**src/rtl/fault_inject_sched.sv**
```systemverilog
// Fault-injection scheduler: counts core run cycles after arming, then stalls the core and
// does one read-modify-write on the register file. Optional FI_STUCK_AT_EN adds stuck-at modes.
module fault_inject_sched #(
    parameter int COUNT_WIDTH   = 32,
    parameter int SETTLE_CYCLES = 2
) (
    input  logic                   CLK,
    input  logic                   RSTn,
    input  logic                   cpu_running,
    input  logic                   cfg_arm,
    input  logic                   cfg_abort,
    input  logic [COUNT_WIDTH-1:0] cfg_target_cycle,
    input  logic [4:0]             cfg_reg_addr,
    input  logic [31:0]            cfg_mask,
    input  logic [1:0]             cfg_mode,
    output logic                   fi_stall_req,
    output logic [4:0]             regfile_addr,
    input  logic [31:0]            regfile_read_data,
    output logic                   regfile_write_enable,
    output logic [31:0]            regfile_write_data,
    output logic                   fi_busy,
    output logic                   fi_done,
    output logic                   fi_error,
    output logic [31:0]            fi_orig_value,
    output logic [COUNT_WIDTH-1:0] fi_cycle_count
);

    typedef enum logic [2:0] {IDLE, ARMED, SETTLE, READ, WRITE, RELEASE} state_t;

    state_t                 state_reg;
    logic [COUNT_WIDTH-1:0] target_reg;
    logic [4:0]             addr_reg;
    logic [31:0]            mask_reg;
    logic [3:0]             settle_reg;
    logic [31:0]            inject_data;
    logic                   invalid;

`ifdef FI_STUCK_AT_EN
    logic [1:0] mode_reg;

    always_comb begin
        case (mode_reg)
            2'd1:    inject_data = regfile_read_data | mask_reg;
            2'd2:    inject_data = regfile_read_data & ~mask_reg;
            default: inject_data = regfile_read_data ^ mask_reg;
        endcase
        // Mode 3 is reserved: treated like a bad target, so no access happens.
        invalid = (addr_reg == 5'd0) || (mode_reg == 2'd3);
    end
`else
    logic [1:0] unused_mode;
    assign unused_mode = cfg_mode;

    always_comb begin
        inject_data = regfile_read_data ^ mask_reg;
        invalid     = (addr_reg == 5'd0);
    end
`endif

    always_ff @(posedge CLK or negedge RSTn) begin
        if (!RSTn) begin
            state_reg            <= IDLE;
            target_reg           <= '0;
            addr_reg             <= '0;
            mask_reg             <= '0;
`ifdef FI_STUCK_AT_EN
            mode_reg             <= '0;
`endif
            settle_reg           <= '0;
            fi_cycle_count       <= '0;
            fi_stall_req         <= 1'b0;
            regfile_addr         <= '0;
            regfile_write_enable <= 1'b0;
            regfile_write_data   <= '0;
            fi_busy              <= 1'b0;
            fi_done              <= 1'b0;
            fi_error             <= 1'b0;
            fi_orig_value        <= '0;
        end else begin
            case (state_reg)
                IDLE: begin
                    if (cfg_arm) begin
                        target_reg     <= cfg_target_cycle;
                        addr_reg       <= cfg_reg_addr;
                        mask_reg       <= cfg_mask;
`ifdef FI_STUCK_AT_EN
                        mode_reg       <= cfg_mode;
`endif
                        fi_cycle_count <= '0;
                        fi_done        <= 1'b0;
                        fi_error       <= 1'b0;
                        fi_busy        <= 1'b1;
                        state_reg      <= ARMED;
                    end
                end
                ARMED: begin
                    // Equality is checked before incrementing, so the counter freezes at target.
                    if (cfg_abort) begin
                        fi_busy   <= 1'b0;
                        state_reg <= IDLE;
                    end else if (fi_cycle_count == target_reg) begin
                        fi_stall_req <= 1'b1;
                        settle_reg   <= '0;
                        state_reg    <= SETTLE;
                    end else if (cpu_running) begin
                        fi_cycle_count <= fi_cycle_count + COUNT_WIDTH'(1);
                    end
                end
                SETTLE: begin
                    if (settle_reg == 4'(SETTLE_CYCLES - 1)) begin
                        if (invalid) begin
                            state_reg <= RELEASE;
                        end else begin
                            regfile_addr <= addr_reg;
                            state_reg    <= READ;
                        end
                    end else begin
                        settle_reg <= settle_reg + 4'd1;
                    end
                end
                READ: begin
                    fi_orig_value        <= regfile_read_data;
                    regfile_write_data   <= inject_data;
                    regfile_write_enable <= 1'b1;
                    state_reg            <= WRITE;
                end
                WRITE: begin
                    regfile_addr         <= '0;
                    regfile_write_data   <= '0;
                    regfile_write_enable <= 1'b0;
                    state_reg            <= RELEASE;
                end
                RELEASE: begin
                    fi_stall_req <= 1'b0;
                    fi_done      <= 1'b1;
                    fi_error     <= invalid;
                    fi_busy      <= 1'b0;
                    state_reg    <= IDLE;
                end
                default: begin
                    state_reg <= IDLE;
                end
            endcase
        end
    end

endmodule

```
**config.mk**
```make
export PLATFORM = sky130hd
export DESIGN_NAME = fault_inject_sched
export DESIGN_NICKNAME = d
export VERILOG_FILES = /design/src/rtl/fault_inject_sched.sv
export SDC_FILE = /design/constraint.sdc
export NUM_CORES = 1
export LEC_CHECK = 0
export ABC_AREA = 1
export BUFFER_PORTS_ARGS = -buffer_cell sky130_fd_sc_hd__buf_4
export CORE_MARGIN = 3
export CORE_UTILIZATION = 54
export CTS_CLUSTER_SIZE = 8
export DETAILED_ROUTE_END_ITERATION = 16
export GPL_TIMING_DRIVEN = 0
export PLACE_DENSITY = 0.89
export SLEW_MARGIN = 0
export SYNTH_ARGS = -nofsm -noshare
export SYNTH_HDL_FRONTEND = slang
export SYNTH_SLANG_ARGS = --single-unit
```
**constraint.sdc**
```tcl
create_clock -name CLK -period 1.95 [get_ports CLK]
set_input_delay 0.0975 -clock CLK [delete_from_list [all_inputs] [get_ports CLK]]
set_output_delay 0.0975 -clock CLK [all_outputs]
set_load 0.01 [all_outputs]
```
* Yosys cells after proc, flatten, opt, wreduce, memory -nomap -nowiden
Index checks and enable logic that the tools add are counted.
** Word-level totals
- Input port bits :: 108
- Logic and storage cells :: 80
- Output and inout port bits :: 106
- Flip-flop bits (word level) :: 182
** Cells by class
- Eq/ne operators :: 17
- $add $sub $neg :: 2
- Multiplexer cells :: 29
- Reduce and logical (&&, ||, !) cells :: 17
- Bitwise logic cells :: 1
** Operators with widths (count)
- $mux 32 :: 4
- $pmux 32 s2 :: 2
- $add 32x1->32 const B :: 1
- $eq 32x32->1 :: 1
- $xor 32x32->32 :: 1
- $ne 2x2->1 const B :: 9
- $mux 3 :: 5
- $pmux 3 s5 :: 1
- $mux 4 :: 3
- $reduce_and 3->1 :: 4
- $reduce_bool 2->1 :: 6
- $mux 5 :: 2
- $pmux 5 s2 :: 1
- $pmux 1 s2 :: 4
- $pmux 4 s2 :: 1
- $eq 3x2->1 const B :: 2
- $eq 3x3->1 const B :: 2
- $logic_not 5->1 :: 1
- $mux 1 :: 5
- $reduce_and 5->1 :: 1
- $add 4x1->4 const B :: 1
- $eq 4x1->1 const B :: 1
- $reduce_and 2->1 :: 2
- $reduce_and 4->1 :: 1
- 5 further kinds :: 5

* Depth between registers and ports, before layout
- Word-level depth :: 5
- Depth in mapped cells :: 12
- Mapped depth without buffers :: 11

* Worst setup path before layout
Ideal clock, no wire load.
- Path type :: flip-flop to flip-flop
- From :: reg fi_cycle_count[16]
- To :: reg fi_cycle_count[10]
- Arrival time :: 1486 ps
- Required time :: 1833 ps
- Period minus slack after synthesis :: 1603 ps
- Setup slack :: 347 ps
- Stages on the path, launching flop included :: 11
- Setup time :: 117 ps
- Buffers on the path :: 2
- Cell sequence :: dfrtp_1 -> buf_4 -> xnor2_2 -> nand2_1 -> nor2_1 -> nand2_1 -> nor2_2 -> nand3_2 -> buf_2 -> nand4_1 -> nand2_1
** Between the ends
- Cells in the longest elaborated chain, start to end :: 3
** Ends and longest elaborated chain
- start, declared :: line 25 : output logic [COUNT_WIDTH-1:0] fi_cycle_count
- start signal, assigned :: line 106 : fi_cycle_count <= fi_cycle_count + COUNT_WIDTH'(1);
- $eq 32x32->1 :: line 101 : end else if (fi_cycle_count == target_reg) begin
- $ne 2x2->1 (no line)
- $reduce_and 5->1 (no line)
Every way passes these cells.
A chain may end at the register's enable or synchronous reset.

* Worst setup path after layout
- From :: reg fi_cycle_count[26]
- To :: reg fi_cycle_count[26]
** Between the ends
- Cells in the longest elaborated chain, start to end :: 5
- Elaborated cells between the ends (all ways) :: 8
- Those cells by class :: 1 x add/sub; 2 x eq/ne; 4 x mux; 1 x reduce/logical
** Ends and longest elaborated chain
- $add 32x1->32 :: line 106
- $mux 32 :: line 105 : end else if (cpu_running) begin
- $mux 32 :: line 101
- $mux 32 :: line 98 : if (cfg_abort) begin
- $pmux 32 s2 :: line 80 : case (state_reg)
Parallel ways exist; a longest one is shown, timed or not. The select of a mux whose other input is x is not followed.

==> results.sh <==
export IMPL_outcome="finished, final reports clean"
export IMPL_area_growth_pct=40.78
export IMPL_initial_core_util_pct=55.97
export IMPL_ctsHtreeMaxLevel=4
export IMPL_cp_data_required_time_ns=2.27
export IMPL_via_per_inst=5.725
export IMPL_port_buffers=211
export IMPL_clock_tree_root_cell="clkbuf_16"
export IMPL_dp_cells=1540
export IMPL_grt_overflow=0
export IMPL_first_pass_iters=5
export IMPL_fin_crit_ns=1.867
export IMPL_crit_type="flip-flop to flip-flop"
export IMPL_clk_latency_ns=0.46
export IMPL_place_hpwl_mm=20.96
export IMPL_ioPinCount=214
export IMPL_place_area_um2=10910
export IMPL_clk_pin_slew_ns=0.07
export IMPL_finalPower_mw=17.70
export IMPL_synth_cell_types=30
export IMPL_fin_tns_setup_ns=0
export IMPL_max_freq_mhz=535.7
export IMPL_cts_buffers=17
export IMPL_grt_pass1_wl_mm=53.48
export IMPL_yosysWarnings=0
export IMPL_tightest_slew_ns=0.7017
export IMPL_cts_path_max_buffers=2
export IMPL_fin_util_pct=78.80
export IMPL_stdcell_count=1674
export IMPL_hold_class="input port to flip-flop"
export IMPL_syn_instance_count=1112
export IMPL_avgSynthCellArea_um2=8.111
export IMPL_antenna_found_initial=0
export IMPL_pre_cts_slack_ns=-0.05577
export IMPL_setup_slack_ns=0.08329
export IMPL_drtIter0Drc=1114
export IMPL_hold_violations=0
export IMPL_via_count=9584
export IMPL_grt_use_total_pct=38.30
export IMPL_final_layout_size_suffix_gt1_share_pct=24.21
export IMPL_cts_tree="yes"
export IMPL_wl_per_cell_um=20.73
export IMPL_cp_end_kind="flip-flop"
export IMPL_period_share_pct=95.73
export IMPL_clock_sinks=182
export IMPL_rows=46
export IMPL_synth_nets=1223
export IMPL_design_area_um2=12700
export IMPL_worst_ep_arrival_time_ns=2.19
export IMPL_max_slew_margin_pct=53.22
export IMPL_cp_max_fo=10
export IMPL_place_congestion=0.9800
export IMPL_p_leak_nw=6.168
export IMPL_cp_start_kind="flip-flop"
export IMPL_ys_seq_elements=182
export IMPL_grt_pass1_vias=9770
export IMPL_grt_max_degree=95
export IMPL_syn_area_um2=9020
export IMPL_drc=0
export IMPL_routed_wl_mm=34.71
export IMPL_finalClockSkew_ns=0.01595
export IMPL_dieArea_um2=18290
export IMPL_fp_dieH_um=135.2
export IMPL_setup_viol_count_final=0
export IMPL_maxCapViolCount=0
export IMPL_die_x_um=135.2
export IMPL_pwr_density_cell_nw_per_um2=1394
export IMPL_n_antenna_cell=0
export IMPL_report_final_slew_viol_count=0
export IMPL_ir_drop_mv=0.9735
export IMPL_coreArea_um2=16120
export IMPL_final_nets=1556
export IMPL_ys_seq_area_share_pct=50.49
export IMPL_antenna_left=0
export IMPL_rsz0062_at_grt="yes"
export IMPL_hold_slack_ns=0.03649
==> worst paths after layout <==
check / from / endpoint / slack [ns] / depth (start not counted)
setup / recovery: fi_cycle_count[26] / fi_cycle_count[26] / 0.08 / 10
hold / removal: cfg_arm / state_reg[0] / 0.04 / 3
setup reg to reg: fi_cycle_count[26] / fi_cycle_count[26] / 0.08 / 10
max in group asynchronous: RSTn / fi_orig_value[31] / 0.81 / 3
min in group asynchronous: RSTn / fi_cycle_count[22] / 0.23 / 2
hold reg to reg: target_reg[11] / target_reg[11] / 0.51 / 2
==> critical path, stage by stage (launching register included) <==
cell and delay, ns:
dfrtp_1 0.39, buf_2 0.20, xnor2_2 0.18, nand2_1 0.12, nor2_1 0.11, nand2_1 0.09
nor2_4 0.14, nand3_4 0.13, buf_2 0.22, nand4_1 0.09, nand2_1 0.08
==> timing repair <==
action	4_1_cts	5_1_grt
setup buffers	0	0
gates resized for setup	4	54
endpoints found under the setup margin	12	111
hold buffers	102	0
pin swaps	0	1
hold endpoints to repair	213	0
==> Yosys cell counts <==
cell type    n  share of area (%)
inv_2        3               0.12
nor3_4       1               0.18
buf_6        3               0.37
nor3b_1      1              0.083
buf_4        3               0.25
o31ai_1      1              0.083
a21boi_0     1              0.083
nor2_1     110                4.6
nand2_2      2               0.14
a21oi_1      3               0.17
buf_1        2              0.083
nand3_4      1               0.19
mux2_2      32                4.0
o21ai_1      3               0.17
o21ai_0     59                3.3
nor3_1       5               0.28
clkbuf_1    18               0.75
buf_2       22                1.2
nand3_2      1               0.11
nand2_1    433                 18
a311oi_1     1              0.097
nand3_1     64                3.6
dfrtp_1    182                 50
xnor2_2      3               0.54
xnor2_1     55                5.3
nand4_1     33                2.3
nor2_2       2               0.14
ha_1         3               0.42
inv_1       60                2.5
xor2_1       5               0.49
==> routing by layer <==
layer  share of wire, %  vias to the layer above  track usage, %
met5                  0                        -               0
met1                 35                     4497           44.95
li1                   -                     4185               -
met4                6.0                        0           19.48
met2                 48                      718           63.94
met3                 11                      184           11.48
==> layout make-up <==
class | instances | area, µm²
Buffer | 48 | 276.5
Clock buffer | 18 | 439.2
Clock inverter | 14 | 172.7
Fill cell | 1011 | 3417
Inverter | 63 | 236.5
Multi-Input combinational cell | 819 | 4096
Sequential cell | 182 | 4567
Tap cell | 216 | 270.3
Timing Repair Buffer | 314 | 2640
==> cells in the final DEF, fill, tap and decap left out, types with 3 or more instances in the layout <==
| master | instances |
|---|---|
| nand2_1 | 432 |
| nand4_1 | 33 |
| mux2_2 | 32 |
| inv_2 | 3 |
| clkbuf_16 | 17 |
| buf_6 | 4 |
| xor2_1 | 5 |
| dlygate4sd3_1 | 102 |
| xnor2_1 | 48 |
| xnor2_2 | 10 |
| inv_1 | 60 |
| a21oi_1 | 3 |
| clkbuf_2 | 9 |
| nor2_1 | 104 |
| nor3_1 | 5 |
| buf_4 | 216 |
| inv_6 | 3 |
| o21ai_0 | 59 |
| inv_8 | 6 |
| nor2_2 | 6 |
| clkbuf_4 | 4 |
| dfrtp_1 | 172 |
| dfrtp_2 | 10 |
| clkbuf_1 | 11 |
| nand2_2 | 3 |
| nand3_1 | 63 |
| buf_2 | 14 |
==> logic make-up after synthesis <==
family | count (synthesis) | synth area share (%)
multiplexers | 32 | 3.995
flip-flops | 182 | 50.49
XOR/XNOR | 63 | 6.367
AND/OR/NAND/NOR | 653 | 29.56
AO/OA/AOI/OAI | 68 | 3.870
adder cells (fa/ha/maj) | 3 | 0.4162
buffers and inverters | 111 | 5.299
==> power breakdown <==
part	internal [mW]	switching (mW)
clock	1.89	1.78
sequential	5.25	1.27
combinational	3.08	4.43
(Power assumes the default switching activity.)
